[src/rtl/quad_step_decoder.sv]
// ============================================================================
// Module  : quad_step_decoder
// Brief   : Quadrature A/B decoder with glitch filter and loadable position.
// Revision: 1.0
// ============================================================================
`default_nettype none

module quad_step_decoder #(
  parameter int WIDTH = 8,
  parameter int FILT  = 2
) (
  input  logic             clk,
  input  logic             rst_n,
  input  logic             enc_a,
  input  logic             enc_b,
  input  logic             load,
  input  logic [WIDTH-1:0] load_val,
  input  logic             clr_err,
  output logic [WIDTH-1:0] count,
  output logic             step_pulse,
  output logic             step_dir,
  output logic             err
);

  localparam logic [3:0] C_FILT_LAST = 4'(FILT - 1);

  // Bit 1 carries phase A, bit 0 carries phase B throughout.
  logic [1:0] w_pins;
  logic [1:0] w_sync;
  logic [1:0] w_filt;

  // r_vld marks when the synchroniser outputs hold real pin samples.
  logic [1:0] r_vld;
  logic       r_primed;
  logic [1:0] r_prev;
  logic       w_seed;

  assign w_pins = {enc_a, enc_b};
  assign w_seed = r_vld[1] & ~r_primed;

  always_ff @(posedge clk or negedge rst_n) begin
    if (!rst_n) begin
      r_vld <= 2'b00;
    end else begin
      r_vld <= {r_vld[0], 1'b1};
    end
  end

  genvar gi;
  generate
    for (gi = 0; gi < 2; gi++) begin : g_chan
      logic       r_s1;
      logic       r_s2;
      logic       r_lvl;
      logic [3:0] r_cnt;

      always_ff @(posedge clk or negedge rst_n) begin
        if (!rst_n) begin
          r_s1  <= 1'b0;
          r_s2  <= 1'b0;
          r_lvl <= 1'b0;
          r_cnt <= 4'd0;
        end else begin
          r_s1 <= w_pins[gi];
          r_s2 <= r_s1;
          if (w_seed) begin
            // First valid sample is adopted directly so priming sees real pins.
            r_lvl <= r_s2;
            r_cnt <= 4'd0;
          end else if (r_s2 != r_lvl) begin
            if (r_cnt == C_FILT_LAST) begin
              r_lvl <= r_s2;
              r_cnt <= 4'd0;
            end else begin
              r_cnt <= r_cnt + 4'd1;
            end
          end else begin
            r_cnt <= 4'd0;
          end
        end
      end

      assign w_sync[gi] = r_s2;
      assign w_filt[gi] = r_lvl;
    end
  endgenerate

  logic w_up;
  logic w_dn;
  logic w_ill;

  always_comb begin
    w_up  = 1'b0;
    w_dn  = 1'b0;
    w_ill = 1'b0;
    if (r_primed) begin
      unique case ({r_prev, w_filt})
        4'b00_01, 4'b01_11, 4'b11_10, 4'b10_00: w_up  = 1'b1;
        4'b00_10, 4'b10_11, 4'b11_01, 4'b01_00: w_dn  = 1'b1;
        4'b00_11, 4'b11_00, 4'b01_10, 4'b10_01: w_ill = 1'b1;
        default: ;
      endcase
    end
  end

  always_ff @(posedge clk or negedge rst_n) begin
    if (!rst_n) begin
      r_primed   <= 1'b0;
      r_prev     <= 2'b00;
      count      <= '0;
      step_pulse <= 1'b0;
      step_dir   <= 1'b0;
      err        <= 1'b0;
    end else begin
      step_pulse <= 1'b0;
      if (w_seed) begin
        r_prev   <= w_sync;
        r_primed <= 1'b1;
      end else if (r_primed) begin
        r_prev <= w_filt;
      end

      // A load swallows any step decoded in the same cycle.
      if (load) begin
        count <= load_val;
      end else if (w_up) begin
        count      <= count + 1'b1;
        step_pulse <= 1'b1;
        step_dir   <= 1'b0;
      end else if (w_dn) begin
        count      <= count - 1'b1;
        step_pulse <= 1'b1;
        step_dir   <= 1'b1;
      end

      if (w_ill) begin
        err <= 1'b1;
      end else if (clr_err) begin
        err <= 1'b0;
      end
    end
  end

endmodule

`default_nettype wire

[config.mk]
export PLATFORM = sky130hd
export DESIGN_NAME = quad_step_decoder
export DESIGN_NICKNAME = d
export VERILOG_FILES = /design/src/rtl/quad_step_decoder.sv
export SDC_FILE = /design/constraint.sdc
export NUM_CORES = 1
export LEC_CHECK = 0
export BUFFER_PORTS_ARGS = -buffer_cell sky130_fd_sc_hd__buf_2
export CAP_MARGIN = 20
export CORE_MARGIN = 1.5
export CORE_UTILIZATION = 55
export CTS_CLUSTER_DIAMETER = 120
export DETAILED_ROUTE_END_ITERATION = 8
export PLACE_DENSITY = 0.78
export SYNTH_ARGS = -nofsm -noshare
export SYNTH_HDL_FRONTEND = slang
export SYNTH_SLANG_ARGS = --single-unit
[constraint.sdc]
create_clock -name clk -period 3.5 [get_ports clk]
set_clock_uncertainty 0.2 [all_clocks]
set_input_delay 0.525 -clock clk [delete_from_list [all_inputs] [get_ports clk]]
set_output_delay 0.525 -clock clk [all_outputs]
set_load 0.01 [all_outputs]
==> results of run 1 <==
## cell usage in the layout (no fill, tap or decap), types with 2 or more instances in the layout
cell type,instances
o21ai_0,9
and2_1,3
nor2_1,13
xnor2_1,6
or2_2,2
mux2_2,2
nand2_1,12
a21oi_1,9
dfrtp_1,30
ha_1,11
clkbuf_4,5
xor2_1,10
buf_2,24
nor2b_1,2
nand3_1,6
inv_1,3
mux2i_1,6
## flip-flops by register name, summed over array words and instances (netlist names)
name,cells
count,8
g_chan.r_cnt,8
g_chan.r_lvl,2
g_chan.r_s1,2
g_chan.r_s2,2
r_prev,2
r_vld,2
err,1
r_primed,1
step_dir,1
step_pulse,1
## layer usage
metal,up-vias,wire [um]
li1,556,-
met1,507,1190
met2,20,1240
met3,6,119
met4,0,46
met5,-,0
## kinds of logic after synthesis
logic type               count (synthesis)
AO/OA/AOI/OAI                           27
XOR/XNOR                                17
adder cells (fa/ha/maj)                 12
buffers and inverters                    7
flip-flops                              30
multiplexers                             8
other                                    1
AND/OR/NAND/NOR                         44
## worst max-delay path: cells and delay by family (launching register included)
| family | cells | cell delay [ns] |
|---|---|---|
| AOI/OAI and AO/OA | 3 | 0.73 |
| xor gates and xnor gates | 1 | 0.27 |
| adders and majority gates | 1 | 0.52 |
| DFF | 1 | 0.45 |
| and+or+nand+nor | 3 | 0.86 |
## worst max-delay path by stage
stage / startpoint / endpoint / cells past startpoint
after floorplan: g_chan[1].r_lvl / count[7] / 8
after global placement: g_chan[1].r_lvl / count[7] / 8
after detailed placement: g_chan[1].r_lvl / count[6] / 8
after CTS: g_chan[1].r_lvl / count[6] / 8
after global routing: g_chan[1].r_lvl / count[7] / 8
final: g_chan[1].r_lvl / count[7] / 8
## per-stage QoR
stage                     cells  setup slack (ns)  utilization (%)  instance area [um2]  hold slack [ns]
after floorplan             146             0.718                -                 1560           0.0294
after global placement      197             0.517             62.2                 1700            0.136
after detailed placement    197             0.402             62.2                 1700            0.139
after CTS                   205             0.386             64.3                 1760           0.0184
after global routing        205             0.155             64.3                 1760           0.0457
final                       205             0.350             64.3                 1760        0.0000324
## final cells by class
type | instances | area (um2) | share of cell area (%)
Multi-Input combinational cell | 109 | 778 | 44.2
Inverter | 3 | 11.3 | 0.640
Clock buffer | 7 | 55.1 | 3.13
Clock inverter | 1 | 5.00 | 0.284
Timing Repair Buffer | 24 | 120 | 6.83
Sequential cell | 30 | 751 | 42.7
Tap cell | 31 | 38.8 | 2.20
==> results.yml, run 1 <==
clocking:
  post_cts_buffers: 0
  cts_buffers: 5
  cts_htree_levels: 2
  cts_root_buf: "clkbuf_4"
  clk_path_buf_depth: 2
  cts.sinks: 30
  clk-insertion-delay-late_ns: 0.33
  cts_hold_buf: 0
  cts_tree: "yes"
  cts_resized: 0
  clkTransAtPathRegs_ns: 0.10
final_layout:
  drive_above_1_share_pct: 21.3
  num-fill-cells: 209
  layout.nets: 199
  antennaDiodeCount: 0
  area_growth_pct: 12.5
sta:
  slew_headroom_pct: 57.5
  finalHoldViolCount: 0
  period_share_pct: 90.0
  period_minus_slack_ns: 3.15
  clock.fmax_mhz: 317
  drv_slew: 0
  setup_viol: 0
  fin_setup_tns_ns: 0
  tightestPinTransition_ns: 0.637
  rsz0062_at_grt: "false"
synth:
  synth_top_cell_by_area: "dfrtp_1"
  synth_nets: 172
  muxShareOfSynthArea_pct: 5.28
  synth_async_sr_flop_share_pct: 100
  synth-simple-area-share_pct: 13.7
  synth_top_area_share_pct: 48.0
  synth_edf_count: 0
  ys_seq_area_share_pct: 48.0
  syn_inst: 146
  yosys_warnings: 0
  synth_top_family_by_area: "simple AND/OR/NAND/NOR gates"
  synth_compound_area_share_pct: 10.5
  ys_top_cells_by_count: "dfrtp_1, nor2_1, nand2_1, ha_1, xor2_1"
  avgSynthCellArea_um2: 10.7
  synth_xor_xnor_area_share_pct: 10.0
  synth_fa_ha_area_share_pct: 10.1
  synthTopCellsByArea: "dfrtp_1, ha_1, xor2_1"
  synthesis.area_um2: 1560
  ys.flop_type: "dfrtp_1"
  ys_ff_latch: 30
  yosysMostFrequentCell: "dfrtp_1"
  yosys.cell_types.count: 36
placed_design:
  gp_congestion: 0.757
  hpwl_mm: 1.91
  portBuffers: 24
setup_path:
  crit_required_ns: 3.51
  worst-r2r-cell-count: 8
  r2r-end: "count[7]"
  endpoint_kind: "flip-flop"
  rrSetupSlack_ns: 0.35
  worst_path_most_repeated_cell: "nand3_1"
  crit_path_max_fanout: 12
  startpoint_type: "flip-flop"
  slowest_stage: "ha_1"
  critPathArrivalTime_ns: 3.17
  path_class: "reg -> reg"
  max_stage_delay_ns: 0.52
  r2r-start: "g_chan[1].r_lvl"
  crit_chain: "xnor2_1, nand3_1, ha_1, a21oi_1, o21ai_0, or2_2, a2111oi_0, nand3_1"
global_routing:
  grt_pass1_vias: 1069
  grt_max_degree: 31
  use_met2_pct: 30.3
  gr-max-usage-layer: "met2"
  grt_use_total_pct: 19.3
  gr-usage-met1_pct: 23.8
  grt_pass1_wl_mm: 4.61
  met3_usage_pct: 7.60
  grt_overflow: 0
  grt_antenna_before_repair: 0
routing:
  ant_nets: 0
  wirelength_mm: 2.60
  vias: 1089
  drc: 0
  viasPerCell: 5.31
  drt_iter0_drc: 29
  dr.pass1.iters: 4
  post_drt_wl_per_cell_um: 12.7
floorplan:
  core_um2: 2730
  rows: 19
  io_pins: 25
  initial_utilization_pct: 57.2
  die_y_um: 56.3
  die_w_um: 56.3
  die_area_um2: 3170
hold_path:
  min_path_type: "in -> async"
flow_run:
  cap_violations: 0
outcome:
  status: "completed"
Power of run 1 is not shown: default switching activity piles up to over one toggle a cycle in this logic, so the estimate is an artifact.
==> run 2: changes to the inputs <==
==> constraint.sdc (replaced) <==
create_clock -name clk -period 3.5 [get_ports clk]
set_clock_uncertainty 0.2 [all_clocks]
set_input_delay 0.35 -clock clk [delete_from_list [all_inputs] [get_ports clk]]
set_output_delay 0.35 -clock clk [all_outputs]
set_load 0.01 [all_outputs]
==> run 2 against run 1 <==
Worst hold slack gained 0.017 ns. Maximum frequency barely moved. Utilization increased by 1.5 points. Via count up 1.1%. Clock-buffer cell count unchanged. Routed wire length up 0.77%. Worst setup slack lost 0.00078 ns.
==> results.yml, run 2 (synthesized netlist as in run 1, its figures left out) <==
outcome:
  status: "completed"
global_routing:
  grt_use_total_pct: 19.2
  grt_overflow: 0
  grt_max_degree: 31
  grt_pass1_vias: 1063
  grt_antenna_before_repair: 0
  grt_pass1_wl_mm: 4.60
floorplan:
  die_w_um: 56.3
  initial_utilization_pct: 57.2
  core_um2: 2730
  die_y_um: 56.3
  rows: 19
  die_area_um2: 3170
  io_pins: 25
routing:
  drc: 0
  vias: 1101
  ant_nets: 0
  dr.pass1.iters: 4
  post_drt_wl_per_cell_um: 12.5
  drt_iter0_drc: 35
  viasPerCell: 5.27
  wirelength_mm: 2.62
sta:
  drv_slew: 0
  setup_viol: 0
  clock.fmax_mhz: 317
  hold_ws_ns: 0.0171
  period_share_pct: 90.0
  fin_setup_tns_ns: 0
  tightestPinTransition_ns: 0.639
  finalHoldViolCount: 0
  slew_headroom_pct: 57.4
  worst_slack_ns: 0.349
  period_minus_slack_ns: 3.15
  rsz0062_at_grt: "false"
final_layout:
  final_cell_mix: "dfrtp_1, buf_2, nor2_1"
  area_growth_pct: 15.0
  layout.nets: 203
  drive_above_1_share_pct: 20.8
  biggestRegsByFlops: "count: 8 flops, g_chan.r_cnt: 8 flops"
  final_cells: 209
  antennaDiodeCount: 0
  final_common_cell: "dfrtp_1"
  num-fill-cells: 207
placed_design:
  hpwl_mm: 1.91
  numPlacedInstances: 197
  portBuffers: 24
  pre_cts_ws_ns: 0.402
  gp_congestion: 0.757
setup_path:
  max_stage_delay_ns: 0.52
  crit_path_max_fanout: 12
  r2r-start: "g_chan[1].r_lvl"
  r2r-end: "count[7]"
  slowest_stage: "ha_1"
  path_class: "reg -> reg"
  crit_family: "simple AND/OR/NAND/NOR gates"
  crit_chain: "xnor2_1, nand3_1, ha_1, a21oi_1, o21ai_0, or2_2, a2111oi_0, nand3_1"
  rrSetupSlack_ns: 0.35
  path_buf_inv: 0
  crit_required_ns: 3.52
  worst_path_most_repeated_cell: "nand3_1"
  worst-r2r-cell-count: 8
  critPathArrivalTime_ns: 3.17
  endpoint_kind: "flip-flop"
  startpoint_type: "flip-flop"
clocking:
  cts_buffers: 5
  cts.sinks: 30
  cts_tree: "yes"
  post_cts_buffers: 0
  cts_htree_levels: 2
  cts_root_buf: "clkbuf_4"
  clk-insertion-delay-late_ns: 0.34
  clkTransAtPathRegs_ns: 0.10
  cts_resized: 0
  clk_path_buf_depth: 2
flow_run:
  cap_violations: 0
hold_path:
  min_path_type: "in -> reg"
  hold_end: "count[4]"
  hold_path_depth: 3
  hp-start: "load_val[4]"
## run 2: timing repair
item                                    4_1_cts  5_1_grt
hold endpoints to repair                     33        0
hold buffers                                  4        0
endpoints found under the setup margin        0        0
## run 2: worst min-delay path, cell delays in order
cell	delay [ns]
buf_2	0.07
nand2_1	0.04
o21ai_0	0.05
## run 2: worst max-delay path by stage
stage,end,startpoint,cells past startpoint,slack (ns)
6_report,count[7],g_chan[1].r_lvl,8,0.35
2_1_floorplan,count[7],g_chan[1].r_lvl,8,0.72
3_5_place_dp,count[6],g_chan[1].r_lvl,8,0.40
3_3_place_gp,count[7],g_chan[1].r_lvl,8,0.52
5_1_grt,count[7],g_chan[1].r_lvl,8,0.15
4_1_cts,count[6],g_chan[1].r_lvl,8,0.39
## run 2: layout make-up
type / instances / area (um2) / share of cell area [%]
clock buffers: 7 / 55.1 / 3.06
well taps: 31 / 38.8 / 2.16
flip-flops and latches: 30 / 751 / 41.7
repair buffers: 28 / 160 / 8.90
clock inverters: 1 / 5.00 / 0.278
inverters: 3 / 11.3 / 0.626
multi-input cells: 109 / 778 / 43.3
## run 2: layer usage
metal | vias to the layer above | GRT usage (%) | wire (um)
met2 | 20 | 30.1 | 1240
li1 | 564 | - | -
met1 | 510 | 23.8 | 1210
met3 | 7 | 7.60 | 115
met4 | 0 | 8.16 | 50
met5 | - | 0 | 0
## run 2: through the flow
stage / instance area (um2) / util, %
after floorplan: 1560 / -
after detailed placement: 1700 / 62.2
after global placement: 1700 / 62.2
final: 1800 / 65.8
after CTS: 1800 / 65.8
after global routing: 1800 / 65.8
Power of run 2 is left out for the same reason.
==> run 3: changes to the inputs <==
- CELL_PAD_IN_SITES_DETAIL_PLACEMENT: not set -> 1
- CELL_PAD_IN_SITES_GLOBAL_PLACEMENT: not set -> 2
- CORE_UTILIZATION: 55 -> 35
- PLACE_DENSITY: 0.78 -> not set
- PLACE_DENSITY_LB_ADDON: not set -> 0.1
==> run 3 against run 2 <==
Global-route usage down 4.6 points. Routed wire length up 21%. Non-clock buffer count down 1. Design area up 2.2%.
==> results.yml, run 3 (synthesized netlist as in run 1, its figures left out) <==
hold_path:
  hp-start: "clr_err"
  min_path_type: "in -> reg"
floorplan:
  die_y_um: 69.8
  initial_utilization_pct: 36.2
  die_w_um: 69.8
  core_um2: 4320
  die_area_um2: 4880
  rows: 24
  io_pins: 25
clocking:
  clk-insertion-delay-late_ns: 0.28
  cts_htree_levels: 2
  cts_root_buf: "clkbuf_8"
  cts.sinks: 30
  cts_tree: "yes"
  cts_buffers: 5
  clkTransAtPathRegs_ns: 0.07
  clk_path_buf_depth: 2
placed_design:
  hpwl_mm: 2.28
  gp_congestion: 0.710
  pre_cts_ws_ns: 0.260
  portBuffers: 24
routing:
  wirelength_mm: 3.17
  drc: 0
  dr.pass1.iters: 4
  post_drt_wl_per_cell_um: 13.9
  viasPerCell: 4.95
  vias: 1128
  drt_iter0_drc: 78
  ant_nets: 0
setup_path:
  r2r-start: "g_chan[1].r_lvl"
  worstSetupEndpoint: "count[7]"
  crit_required_ns: 3.46
  endpoint_kind: "flip-flop"
  max_stage_delay_ns: 0.45
  startpoint: "g_chan[1].r_lvl"
  r2r-end: "count[7]"
  path_class: "reg -> reg"
  worst-r2r-cell-count: 8
  slowest_stage: "dfrtp_1"
  crit_chain: "xnor2_1, nand3_2, ha_1, a21oi_1, o21ai_0, or2_2, a2111oi_0, nand3_1"
  rrSetupSlack_ns: 0.41
  crit_path_max_fanout: 12
  critPathArrivalTime_ns: 3.05
  startpoint_type: "flip-flop"
final_layout:
  biggestRegsByFlops: "count: 8 flops, g_chan.r_cnt: 8 flops"
  regArea_um2: 751
  drive_above_1_share_pct: 21.6
  num-fill-cells: 507
  antennaDiodeCount: 0
  layout.nets: 202
  final_common_cell: "dfrtp_1"
  multi_input_area_um2: 783
  area_growth_pct: 17.6
  final_cell_mix: "dfrtp_1, buf_2, nor2_1"
sta:
  drv_slew: 0
  fin_setup_tns_ns: 0
  clock.fmax_mhz: 324
  rsz0062_at_grt: "false"
  finalHoldViolCount: 0
  tightestPinTransition_ns: 0.673
  worst_slack_ns: 0.412
  period_minus_slack_ns: 3.09
  slew_headroom_pct: 55.1
  period_share_pct: 88.2
  setup_viol: 0
global_routing:
  grt_overflow: 0
  grt_antenna_before_repair: 0
  grt_use_total_pct: 14.7
  grt_pass1_wl_mm: 5.53
  grt_max_degree: 31
  grt_pass1_vias: 1164
flow_run:
  cap_violations: 0
outcome:
  status: "completed"
-- run 3: cell types whose count changed in the layout (fill, tap and decap cells not counted), sizes merged --
cell,change
dlygate4sd3,-1
clkinv,+1
clkbuf,-2
-- run 3: worst min-delay path by stage --
stage                     end  slack, ns  depth (start not counted)
3_3_place_gp   g_chan[0].r_s2       0.13                          0
6_report                  err       0.05                          2
5_1_grt                   err       0.04                          2
2_1_floorplan        count[0]      -0.15                          0
4_1_cts                   err       0.04                          2
3_5_place_dp         r_vld[1]       0.14                          0
-- run 3: layer usage --
layer,track usage (%),vias up,part of all wire [%]
met4,8.33,0,2.4
met3,4.07,8,4.1
li1,-,560,-
met5,0,-,0
met2,20.6,24,43
met1,20.2,536,51
-- run 3: per-stage QoR --
step	util, %	instances	area, um2	hold slack [ns]
2_1_floorplan	-	146	1560	-0.146
3_3_place_gp	39.9	218	1730	0.133
3_5_place_dp	39.9	218	1730	0.138
4_1_cts	42.4	228	1830	0.0419
5_1_grt	42.5	228	1840	0.0378
6_report	42.5	228	1840	0.0537
-- run 3: worst max-delay path, delay by kind of cell, from the launching register on --
| family | cells | cell delay, ns |
|---|---|---|
| AO/OA/AOI/OAI | 3 | 0.78 |
| AND/OR/NAND/NOR | 3 | 0.74 |
| adder cells (fa/ha/maj) | 1 | 0.45 |
| XOR/XNOR | 1 | 0.34 |
| flip-flops | 1 | 0.45 |
-- run 3: area by class of cell --
class	count	area share [%]
Sequential cell	30	40.8
Inverter	3	0.612
Timing Repair Buffer	27	8.16
Clock buffer	5	3.74
Tap cell	52	3.54
Clock inverter	2	0.544
Multi-Input combinational cell	109	42.6
-- run 3: what timing repair did --
action | 4_1_cts | 5_1_grt
buffers inserted | 0 | 0
endpoints found under the hold margin | 32 | 0
gates resized for setup | 0 | 1
endpoints found under the setup margin | 0 | 1
hold buffers | 3 | 0
Power of run 3 is left out for the same reason.
